`src/rtl/hud_digit_sequencer.sv`:
```
// rtl/hud_digit_sequencer.sv - serial double-dabble digit sequencer for the HUD score/time readout
//
// Converts the score and gameTime values into three decimal digit indices each, once per
// frame, using one shift/add-3 step per clock instead of per-pixel divide/modulo logic.
//
// Ports:
//   Clk           system clock, all state changes on its rising edge
//   Reset_n       synchronous active-low reset
//   frame_clk     frame strobe (synchronous to Clk); its rising edge starts a conversion
//   score         binary score, clamped to MAX_VAL when captured
//   gameTime      binary remaining time, clamped to MAX_VAL when captured
//   score_d2..d0  score hundreds/tens/units digit indices
//   time_d2..d0   gameTime hundreds/tens/units digit indices
//   digits_valid  one-cycle pulse coinciding with a newly committed digit set
//   busy          high whenever a conversion is in flight (state other than IDLE)
//   overrun_cnt   saturating count of frame_clk edges dropped because busy was high
module hud_digit_sequencer #(
    parameter int VAL_W   = 10,
    parameter int MAX_VAL = 999
) (
    input  logic             Clk,
    input  logic             Reset_n,
    input  logic             frame_clk,
    input  logic [VAL_W-1:0] score,
    input  logic [VAL_W-1:0] gameTime,
    output logic [3:0]       score_d2,
    output logic [3:0]       score_d1,
    output logic [3:0]       score_d0,
    output logic [3:0]       time_d2,
    output logic [3:0]       time_d1,
    output logic [3:0]       time_d0,
    output logic             digits_valid,
    output logic             busy,
    output logic [7:0]       overrun_cnt
);

    typedef enum logic [1:0] {
        IDLE   = 2'd0,
        CONV_S = 2'd1,
        CONV_T = 2'd2,
        COMMIT = 2'd3
    } state_t;

    localparam int               CNT_W     = $clog2(VAL_W + 1);
    localparam logic [CNT_W-1:0] LAST_STEP = CNT_W'(VAL_W - 1);
    localparam logic [VAL_W-1:0] MAX_V     = VAL_W'(MAX_VAL);

    state_t           state;
    state_t           state_nxt;
    logic             frame_prev;
    logic             frame_rise;
    logic [VAL_W-1:0] score_sh;
    logic [VAL_W-1:0] time_sh;
    logic [11:0]      bcd;
    logic [11:0]      bcd_adj;
    logic [11:0]      bcd_step;
    logic [11:0]      score_bcd;
    logic [CNT_W-1:0] step_cnt;
    logic             step_last;
    logic             shift_bit;

    // Add 3 to every BCD nibble that is 5 or more, so the following left shift carries
    // correctly into the next decimal digit.
    function automatic logic [11:0] add3(input logic [11:0] b);
        logic [11:0] r;
        r = b;
        for (int i = 0; i < 3; i++) begin
            if (b[i*4 +: 4] >= 4'd5) begin
                r[i*4 +: 4] = b[i*4 +: 4] + 4'd3;
            end
        end
        return r;
    endfunction

    // frame_prev resets high so a strobe held high across reset release is not an edge.
    assign frame_rise = frame_clk & ~frame_prev;
    assign step_last  = (step_cnt == LAST_STEP);

    // One datapath serves both conversions; the state picks which shadow feeds it.
    assign shift_bit  = (state == CONV_T) ? time_sh[VAL_W-1] : score_sh[VAL_W-1];
    assign bcd_adj    = add3(bcd);
    // The top BCD bit is shifted out; clamped inputs never need more than three digits.
    assign bcd_step   = 12'({bcd_adj, shift_bit});

    always_ff @(posedge Clk) begin
        if (!Reset_n) begin
            state <= IDLE;
        end else begin
            state <= state_nxt;
        end
    end

    always_comb begin
        state_nxt = state;
        busy      = (state != IDLE);
        case (state)
            IDLE:    if (frame_rise) state_nxt = CONV_S;
            CONV_S:  if (step_last)  state_nxt = CONV_T;
            CONV_T:  if (step_last)  state_nxt = COMMIT;
            COMMIT:  state_nxt = IDLE;
            default: state_nxt = IDLE;
        endcase
    end

    always_ff @(posedge Clk) begin
        if (!Reset_n) begin
            frame_prev   <= 1'b1;
            score_sh     <= '0;
            time_sh      <= '0;
            bcd          <= '0;
            score_bcd    <= '0;
            step_cnt     <= '0;
            score_d2     <= '0;
            score_d1     <= '0;
            score_d0     <= '0;
            time_d2      <= '0;
            time_d1      <= '0;
            time_d0      <= '0;
            digits_valid <= 1'b0;
            overrun_cnt  <= '0;
        end else begin
            frame_prev   <= frame_clk;
            digits_valid <= 1'b0;

            // Edges while busy (COMMIT included) are dropped, only counted.
            if (frame_rise && busy && (overrun_cnt != 8'hFF)) begin
                overrun_cnt <= overrun_cnt + 8'd1;
            end

            case (state)
                IDLE: begin
                    if (frame_rise) begin
                        score_sh <= (score    > MAX_V) ? MAX_V : score;
                        time_sh  <= (gameTime > MAX_V) ? MAX_V : gameTime;
                        bcd      <= '0;
                        step_cnt <= '0;
                    end
                end
                CONV_S: begin
                    score_sh <= score_sh << 1;
                    step_cnt <= step_last ? '0 : step_cnt + CNT_W'(1);
                    if (step_last) begin
                        // Park the score result and clear the accumulator for gameTime.
                        score_bcd <= bcd_step;
                        bcd       <= '0;
                    end else begin
                        bcd <= bcd_step;
                    end
                end
                CONV_T: begin
                    time_sh  <= time_sh << 1;
                    step_cnt <= step_last ? '0 : step_cnt + CNT_W'(1);
                    bcd      <= bcd_step;
                end
                COMMIT: begin
                    // Only place the visible digits change, so a frame never shows a mix.
                    score_d2     <= score_bcd[11:8];
                    score_d1     <= score_bcd[7:4];
                    score_d0     <= score_bcd[3:0];
                    time_d2      <= bcd[11:8];
                    time_d1      <= bcd[7:4];
                    time_d0      <= bcd[3:0];
                    digits_valid <= 1'b1;
                end
                default: ;
            endcase
        end
    end

endmodule

```
`config.mk`:
```
export PLATFORM = sky130hd
export DESIGN_NAME = hud_digit_sequencer
export DESIGN_NICKNAME = d
export VERILOG_FILES = /design/src/rtl/hud_digit_sequencer.sv
export SDC_FILE = /design/constraint.sdc
export NUM_CORES = 1
export LEC_CHECK = 0
export BUFFER_PORTS_ARGS = -buffer_cell sky130_fd_sc_hd__buf_2
export CAP_MARGIN = 40
export CORE_MARGIN = 2
export CORE_UTILIZATION = 45
export CTS_CLUSTER_DIAMETER = 60
export DETAILED_ROUTE_END_ITERATION = 6
export PLACE_DENSITY = 0.7
export SETUP_SLACK_MARGIN = 0.05
export SYNTH_ARGS = -nofsm -noshare
export SYNTH_HDL_FRONTEND = slang
export SYNTH_SLANG_ARGS = --single-unit
```
`constraint.sdc`:
```
create_clock -name Clk -period 2.3 [get_ports Clk]
set_input_delay 0.23 -clock Clk [delete_from_list [all_inputs] [get_ports Clk]]
set_output_delay 0.23 -clock Clk [all_outputs]
set_load 0.005 [all_outputs]
```
==> metrics.txt, run 1 <==
status=finished, final reports clean; CTS resizes=0; leakage=1.81 nW; clock-pin slew on the worst setup and hold paths=0.08 ns; CP Launch Point=state[0]$_SDFFE_PN0P_; Netlist cell types=50; ANT nets after route=0; largest family of logic cells by synthesized area=simple AND/OR/NAND/NOR gates; Layout Cells excl Fill=about 570; vias per cell=between 5 and 6; Clk Latency, worst-skew pair=0.36 ns; grt met3 use=0.0383; Hold Buf Count CTS=0; post-synthesis mux area share=0.122; clock root buffer master=clkbuf_8; synthesized flop and latch total=84; adder-cell share of the synthesized area=0.0450; max-slew violation count=0; Pre-antenna DRT Iters=4; Least-Margin Pin Slew=about 0.58 ns; Synth area leader=dfxtp_1; YS warnings=0; RR Startpoint=state[0]$_SDFFE_PN0P_; I/O pins=57; Layout area overhead=14.6%; initial antenna violation count=0; simple-gate area share of the yosys netlist=0.185; Comb pwr share=0.281; RSZ-0062 raised after global routing=false; chip height=slightly below 100 um; max-cap violations=0; number of diodes=0; CTS tree=yes; Post-synth EDFFs=0; Hold Startpoint=frame_clk; syn_area_per_cell=around 9.5 sq um; Mapped Cells=between 400 and 500; critical path arrival=approximately 2.2 ns; RD Place Congestion=approximately 0.79; Startpoint Class=flip-flop; number of post-CTS setup repair buffers=0; clock buffer depth=2; final net count=approximately 500; Final setup viols=0; Worst setup EP type=flip-flop; Die Area=roughly 9400 sq um; core footprint=approximately 8300 sq um; peak supply drop=around 0.48 mV; first-pass GRT wire length=roughly 13000 um; path type of the worst min-delay path=primary input to flip-flop; CP required=approximately 2.6 ns; crit share post-route=0.839; pin count of the biggest net entering global routing=36; Rel. slew slack=0.614; Synth Flop Type=dfxtp_1; CTS sink count=84; CTS H-tree depth=3; cts bufs inserted=9; DRT iter0 DRCs=about 140; layout cells sized above 1=0.248; post-synthesis sequential area ratio=0.432; vias=around 3000; CP Max Fanout=15; met1 usage=0.224; GR Util met2=0.269; fin crit period=slightly below 2 ns; GRT Util Overall=0.169; Mapped Nets=~450; WS Path Type=flip-flop to flip-flop; register share of total power=0.425; FMAX=a little over 500 MHz; setup tns final=0 ns; Synth async-reset ratio=0; switching pwr=~1.3 mW; internal power=about 2.7 mW; Die Wd=between 90 and 100 um; Post-Synthesis Cell Area=around 3900 sq um; num rows=33; number of global-route vias before repair=2820; Starting Density=0.469; Clock Skews=around 0.011 ns; clock power share=0.295; busiest grt layer=met2; final wirelength=between 7000 and 8000 um; XOR/XNOR share of the synthesized area=0.0158; drt drc=0; post-synthesis compound-gate area fraction=0.157; final hold slack=around 0.11 ns; Synth top area share=0.432; placed cells=approximately 560; top cells by area, synth=dfxtp_1 (43%), mux2i_1 (11%), nor2_1 (7.4%); Port Buffers=56; Switching Fraction=0.328; post-DP HPWL=5570 um; grt total ovfl=0; Pwr Density=892 nW/um^2; routed len/inst=between 10 and 15 um; final hold vios=0
sequential cells by signal, indices dropped and copies added, names as in the netlist, 2 cells and up:
name and flops:
time_d1 4, bcd 12, score_d2 4, time_d0 4, time_sh 10, score_d0 4, score_d1 4, score_sh 10
score_bcd 12, state 2, time_d2 4, step_cnt 4, overrun_cnt 8
final timing paths:
kind / slack, ns / cells after the start / end
worst max-delay path: 0.37 / 6 / step_cnt[1]$_SDFFE_PN0P_
worst min-delay path: 0.11 / 2 / frame_prev$_SDFF_PN1_
worst max register to register: 0.37 / 6 / step_cnt[1]$_SDFFE_PN0P_
worst min register to register: 0.46 / 2 / time_sh[0]$_SDFFE_PN0P_
Yosys cell counts, types with 3 or more instances:
library cell	number
buf_1	4
nand4_1	5
nor2_1	77
o21ai_1	13
a22oi_1	7
a21oi_1	13
a221oi_1	4
o21ai_0	11
xor2_1	4
dfxtp_1	84
nor3b_1	5
nand2_1	16
buf_2	8
a211oi_1	4
a211oi_2	13
ha_1	14
mux2i_1	44
clkbuf_1	4
and2_1	7
nand2b_1	5
buf_6	4
inv_1	11
nand3_1	11
o21ai_2	4
xnor2_1	3
o31ai_1	4
power groups by stage:
stage / combinational (mW) / clock, mW / sequential [mW]
after floorplan: 0.973 / 0 / 1.70
after global placement: 1.08 / 0 / 1.71
after detailed placement: 1.12 / 0 / 1.72
after CTS: 1.13 / 1.19 / 1.69
after global routing: 1.24 / 1.25 / 1.71
final: 1.11 / 1.17 / 1.69
stage by stage:
step / worst slack (ns) / util / cell area, sq um / power, mW
final: 0.371 / 0.537 / 4460 / 3.97
after floorplan: 0.760 / - / 3890 / 2.67
after detailed placement: 0.391 / 0.510 / 4230 / 2.84
after CTS: 0.355 / 0.537 / 4460 / 4.01
after global placement: 0.485 / 0.510 / 4230 / 2.79
after global routing: 0.158 / 0.537 / 4460 / 4.20
per-layer routing:
| layer | share of wire | vias up |
|---|---|---|
| met5 | 0 | - |
| met4 | 0.014 | 0 |
| li1 | - | 1542 |
| met2 | 0.46 | 54 |
| met1 | 0.49 | 1375 |
| met3 | 0.036 | 13 |
final cells by class:
class	instances	area, sq um
Fill cell	758	3840
Timing Repair Buffer	63	333
Sequential cell	84	1680
Clock inverter	6	87.6
Tap cell	105	131
Inverter	12	45.0
Clock buffer	10	138
Multi-Input combinational cell	292	2040
critical path: stages, from the launching register on:
cell and delay [ns]:
dfxtp_1 0.34, inv_1 0.11, ha_1 0.54, mux2i_4 0.56, nand2_1 0.10, o21ai_1 0.08
and2_1 0.14
cells in the final DEF (no fill, tap or decap), types with 3 or more instances in the layout:
| cell | n |
|---|---|
| o21ai_2 | 4 |
| nand2_1 | 16 |
| clkbuf_8 | 10 |
| xor2_1 | 4 |
| buf_4 | 7 |
| xnor2_1 | 3 |
| inv_1 | 10 |
| a211oi_2 | 13 |
| ha_1 | 14 |
| a21oi_1 | 13 |
| dfxtp_1 | 84 |
| o21ai_0 | 11 |
| o21ai_1 | 13 |
| nand4_1 | 5 |
| nand3_1 | 11 |
| a211oi_1 | 4 |
| nor3b_1 | 5 |
| a221oi_1 | 4 |
| buf_2 | 56 |
| o31ai_1 | 4 |
| mux2i_1 | 44 |
| nor2_1 | 77 |
| nand2b_1 | 5 |
| and2_1 | 7 |
| a22oi_1 | 7 |
cells by family (layout without fill, tap and decap cells):
logic type	Yosys count	after routing
xor+xnor	7	7
fa+ha+maj	14	14
flops	84	84
mux	46	46
buf+inv	33	91
compound gates	83	83
simple gates	142	142
Note: power is estimated with default switching activity, not from simulation.
==> run 2, diff against run 1 <==
Settings changed: PLACE_DENSITY 0.7 to 0.73.
Clock period 2.3 ns to 1.7 ns, I/O delays scaled along.
==> run 2 against run 1 <==
  * Routed wire length grew 5.2%
  * Utilization is 2.6 points higher
  * Via count rose by 2.9%
  * Critical endpoint is now score_bcd[6]$_SDFFE_PN0P_
  * Largest cell class unchanged
  * Largest power group unchanged
==> metrics.txt, run 2 (same netlist as run 1, synthesis figures left out) <==
Least-Margin Pin Slew=0.428 ns (-0.152 ns); DRT iter0 DRCs=156 (+11%); Hold Startpoint=frame_clk; Clk Latency, worst-skew pair=0.36 ns (about the same); Startpoint Class=flip-flop; reg2reg path depth=7 (+1); Pwr Density=1180 nW/um^2 (+32%); vias=3071 (+2.9%); Reg2Reg Capture Point=score_bcd[6]$_SDFFE_PN0P_; Pre-antenna DRT Iters=4 (unchanged); leakage=1.88 nW (+4.1%); max-slew violation count=0 (unchanged); Final setup viols=0 (unchanged); reg2reg setup slack=0.11 ns (-0.26 ns); CTS tree=yes; Die Area=9400 sq um (unchanged); final net count=514 (+3.0%); Worst setup EP type=flip-flop; FMAX=628 MHz (+21%); DP Area=4340 sq um (+2.5%); largest registers=bcd (12), score_bcd (12); max-cap violations=0 (unchanged); post-DP HPWL=5680 um (+1.9%); Die Wd=97.0 um (unchanged); Layout area overhead=20.2%; core footprint=8300 sq um (unchanged); chip height=97.0 um (unchanged); Power Total=5.50 mW (+38%); RD Place Congestion=0.765 (-2.6%); RSZ-0062 raised after global routing=true; cts bufs inserted=9 (unchanged); Hold Path End=frame_prev$_SDFF_PN1_; clock root buffer master=clkbuf_8; most common cell after layout, fill and taps aside=dfxtp_1; layout cells sized above 1=0.307 (+0.0587); Rel. slew slack=0.715 (+0.101); path type of the worst min-delay path=primary input to flip-flop; Fillers=720 (-5.0%); pin count of the biggest net entering global routing=41 (+14%); number of diodes=0 (unchanged); hold path depth=2 (unchanged); Port Buffers=56 (unchanged); first-pass GRT wire length=13500 um (+2.4%); grt total ovfl=0 (unchanged); peak supply drop=0.616 mV (+29%); critical path arrival=1.89 ns (-0.34 ns); WS Path Type=flip-flop to flip-flop; final hold vios=0 (unchanged); GRT Util Overall=0.174 (+0.00545); clock buffer depth=2 (unchanged); CP required=2.00 ns (-0.60 ns); fin crit period=1.59 ns (-0.337 ns); RR Startpoint=bcd[5]$_SDFFE_PN0P_; I/O pins=57 (unchanged); CTS sink count=84 (unchanged); crit share post-route=0.937 (+0.0980); ANT nets after route=0 (unchanged); number of global-route vias before repair=2861 (+1.5%); Final Instance Area=4680 sq um (+4.9%); initial antenna violation count=0 (unchanged); CTS H-tree depth=3 (unchanged); final wirelength=8090 um (+5.2%); status=finished, final reports clean; drt drc=0 (unchanged); routed len/inst=13.8 um (+2.5%); Core Util, Final=0.563 (+0.0264); vias per cell=5.23 (+0.29%); most frequent cells in the layout=dfxtp_1 (80), nor2_1 (77), buf_2 (56), mux2i_1 (42), buf_4 (19); clock-pin slew on the worst setup and hold paths=0.09 ns (about the same); CP Max Fanout=3 (-12); num rows=33 (unchanged); Clock Skews=0.00936 ns (-0.00203 ns); Starting Density=0.469 (unchanged)
## run 2: critical path, cell delays in order, from the launching register on
cell      delay [ns]
dfxtp_1         0.34
inv_1           0.10
ha_1            0.21
nand2b_1        0.19
a21oi_4         0.22
mux2i_4         0.29
mux2i_1         0.11
nor2_1          0.08
## run 2: report_power, final
| group | leakage (nW) | total, mW | switching [mW] | internal (mW) |
|---|---|---|---|---|
| logic | 1.10 | 1.78 | 0.997 | 0.779 |
| registers | 0.682 | 2.27 | 0.108 | 2.17 |
| clock network | 0.0975 | 1.45 | 0.752 | 0.695 |
| total | 1.88 | 5.50 | 1.86 | 3.64 |
## run 2: area by class of cell
class / instances / area [sq um] / share of cell area
timing repair buffer: 78 / 483 / 0.103
clock inverter: 6 / 72.6 / 0.0155
sequential: 84 / 1690 / 0.361
inverter: 12 / 45.0 / 0.00963
clock buffer: 10 / 128 / 0.0273
multi-input combinational: 292 / 2130 / 0.455
tap: 105 / 131 / 0.0281
## run 2: repair_timing
item                       4_1_cts  5_1_grt
hold buffers                     0        0
buffers inserted                 0        4
pin swaps                        0        3
resized for setup                2       21
setup endpoints to repair       11       38
## run 2: per-stage QoR
stage                     TNS (ns)  hold slack, ns  setup slack, ns  cells
after floorplan                  0           0.243            0.160    409
after global placement           0           0.402           0.0754    567
after detailed placement    -0.155           0.422          -0.0461    567
after CTS                        0          0.0381           0.0544    583
after global routing             0          0.0587          0.00565    587
final                            0          0.0508            0.108    587
## run 2: worst max path at each step
| stage | from | to | slack, ns | cells past startpoint |
|---|---|---|---|---|
| after floorplan | state[0]$_SDFFE_PN0P_ | score_sh[3]$_SDFFE_PN0P_ | 0.16 | 8 |
| after global placement | state[1]$_SDFFE_PN0P_ | time_sh[9]$_SDFFE_PN0P_ | 0.08 | 6 |
| after detailed placement | state[1]$_SDFFE_PN0P_ | time_sh[9]$_SDFFE_PN0P_ | -0.05 | 6 |
| after CTS | bcd[4]$_SDFFE_PN0P_ | score_bcd[6]$_SDFFE_PN0P_ | 0.05 | 6 |
| after global routing | bcd[5]$_SDFFE_PN0P_ | score_bcd[6]$_SDFFE_PN0P_ | 0.006 | 7 |
| final | bcd[5]$_SDFFE_PN0P_ | score_bcd[6]$_SDFFE_PN0P_ | 0.11 | 7 |
## run 2: metal layers
layer | track usage | wire, um
met1 | 0.239 | 3820
met2 | 0.272 | 3740
met3 | 0.0397 | 460
met4 | 0.0585 | 74
met5 | 0 | 0
==> run 3, diff against run 2 <==
Settings changed: CELL_PAD_IN_SITES_DETAIL_PLACEMENT from default to 2, CELL_PAD_IN_SITES_GLOBAL_PLACEMENT from default to 2, CORE_UTILIZATION 45 to 32, PLACE_DENSITY 0.73 to 0.81.
==> run 3 against run 2 <==
  * Power up 13%
  * Fmax down 3.4%
  * Clock power up 35%
  * Die area up 39%
  * Register-to-register slack worse by 0.06 ns
  * Utilization down 15 points
  * Count of clock-buffer cells in the layout down 1
  * Worst setup slack worse by 0.056 ns
==> metrics.txt, run 3 (same netlist as run 1, synthesis figures left out) <==
Power Total=6.22 mW (+13%); CP Max Fanout=3 (unchanged); CTS sink count=84 (unchanged); CTS tree=yes; I/O pins=57 (unchanged); reg2reg path depth=7 (unchanged); clock-pin slew on the worst setup and hold paths=0.06 ns (-0.03 ns); max-slew violation count=0 (unchanged); Clock Skews=0.00739 ns (-0.00198 ns); leakage=1.97 nW (+4.6%); Clk Latency, worst-skew pair=0.35 ns (about the same); Fillers=1274 (+77%); number of diodes=0 (unchanged); RD Place Congestion=0.791 (+3.4%); vias per cell=5.17 (-1.2%); peak supply drop=0.653 mV (+5.9%); chip height=114 um (+18%); Starting Density=0.325 (-0.144); final net count=523 (+1.8%); Worst setup EP type=flip-flop; met1 usage=0.215 (-0.0243); placed cells=616 (+8.6%); Layout Cells excl Fill=637 (+8.5%); Die Wd=114 um (+18%); routed len/inst=17.9 um (+30%); status=finished, final reports clean; Pwr Density=1270 nW/um^2 (+8.0%); Rel. slew slack=0.735 (+0.0204); num rows=40 (+21%); first-pass GRT wire length=18100 um (+34%); busiest grt layer=met2; setup tns final=0 ns (unchanged); pin count of the biggest net entering global routing=48 (+17%); Startpoint Class=flip-flop; final hold vios=0 (unchanged); critical path arrival=1.92 ns (+0.03 ns); initial antenna violation count=0 (unchanged); Layout area overhead=26.0%; CP Launch Point=bcd[5]$_SDFFE_PN0P_; WS Path Type=flip-flop to flip-flop; fin crit period=1.65 ns (+0.0555 ns); path type of the worst min-delay path=primary input to flip-flop; core footprint=12000 sq um (+44%); vias=3291 (+7.2%); most common cell after layout, fill and taps aside=dfxtp_1; most frequent cells in the layout=dfxtp_1 (78), nor2_1 (77), buf_2 (56), mux2i_1 (41), buf_4 (27); CP required=1.98 ns (-0.02 ns); drt drc=0 (unchanged); GR Util met2=0.307 (+0.0352); post-DP HPWL=7650 um (+35%); DRT iter0 DRCs=140 (-10%); grt met3 use=0.0296 (-0.0101); crit share post-route=0.969 (+0.0327); grt total ovfl=0 (unchanged); Port Buffers=56 (unchanged); Final setup viols=0 (unchanged); clock root buffer master=clkbuf_16; final wirelength=11400 um (+41%); hold path depth=2 (unchanged); GRT Util Overall=0.177 (+0.00233); DP Area=4440 sq um (+2.4%); CTS H-tree depth=3 (unchanged); Die Area=13100 sq um (+39%); max-cap violations=0 (unchanged); Pre-antenna DRT Iters=4 (unchanged); layout cells sized above 1=0.333 (+0.0256); Least-Margin Pin Slew=0.393 ns (-0.0348 ns); Hold Startpoint=frame_clk; Core Util, Final=0.410 (-0.154); clock buffer depth=2 (unchanged); ANT nets after route=0 (unchanged); Final Instance Area=4900 sq um (+4.8%); cts bufs inserted=9 (unchanged); RSZ-0062 raised after global routing=true; FMAX=607 MHz (-3.4%); RR Startpoint=bcd[5]$_SDFFE_PN0P_; largest registers=bcd (12), score_bcd (12); number of global-route vias before repair=3556 (+24%)
## run 3: area by class of cell
class	count	area, sq um	share of cell area
multi-input combinational	292	2140	0.436
sequential	84	1690	0.345
timing repair buffer	87	554	0.113
clock buffer	9	225	0.0459
tap	147	184	0.0375
clock inverter	6	66.3	0.0135
inverter	12	45.0	0.00919
## run 3: repair_timing
item	in CTS	in global routing
setup endpoints to repair	18	43
hold endpoints to repair	0	0
hold buffers	0	0
resized for setup	7	23
pin swaps	1	6
buffers inserted	3	3
## run 3: worst paths after layout
path	to	slack [ns]
hold / removal	frame_prev$_SDFF_PN1_	0.06
hold reg to reg	time_sh[0]$_SDFFE_PN0P_	0.47
setup / recovery	bcd[6]$_SDFFE_PN0P_	0.05
setup reg to reg	bcd[6]$_SDFFE_PN0P_	0.05
## run 3: critical path, cell delays in order, from the launching register on
cell and delay, ns:
dfxtp_2 0.32, inv_1 0.11, ha_1 0.28, nand2b_4 0.07, a21oi_2 0.22, mux2i_2 0.29, a22oi_1 0.12, nor2_1 0.17
## run 3: layer usage
metal	vias to the layer above	routed length, um
met5	-	0
met4	0	189
met3	12	317
met2	44	5800
met1	1650	5120
li1	1585	-
## run 3: power by group
| part | internal, mW | switching (mW) | leakage, nW | total (mW) |
|---|---|---|---|---|
| Sequential | 2.17 | 0.126 | 0.683 | 2.30 |
| Clock | 1.13 | 0.825 | 0.145 | 1.96 |
| Combinational | 0.832 | 1.14 | 1.14 | 1.97 |
| Total | 4.14 | 2.09 | 1.97 | 6.22 |
## run 3: through the flow
step	setup slack, ns	hold WS (ns)
final	0.0520	0.0584
after global routing	-0.0378	0.0799
after CTS	0.0496	0.0470
after detailed placement	-0.0341	0.417
after global placement	0.0969	0.403
after floorplan	0.160	0.243
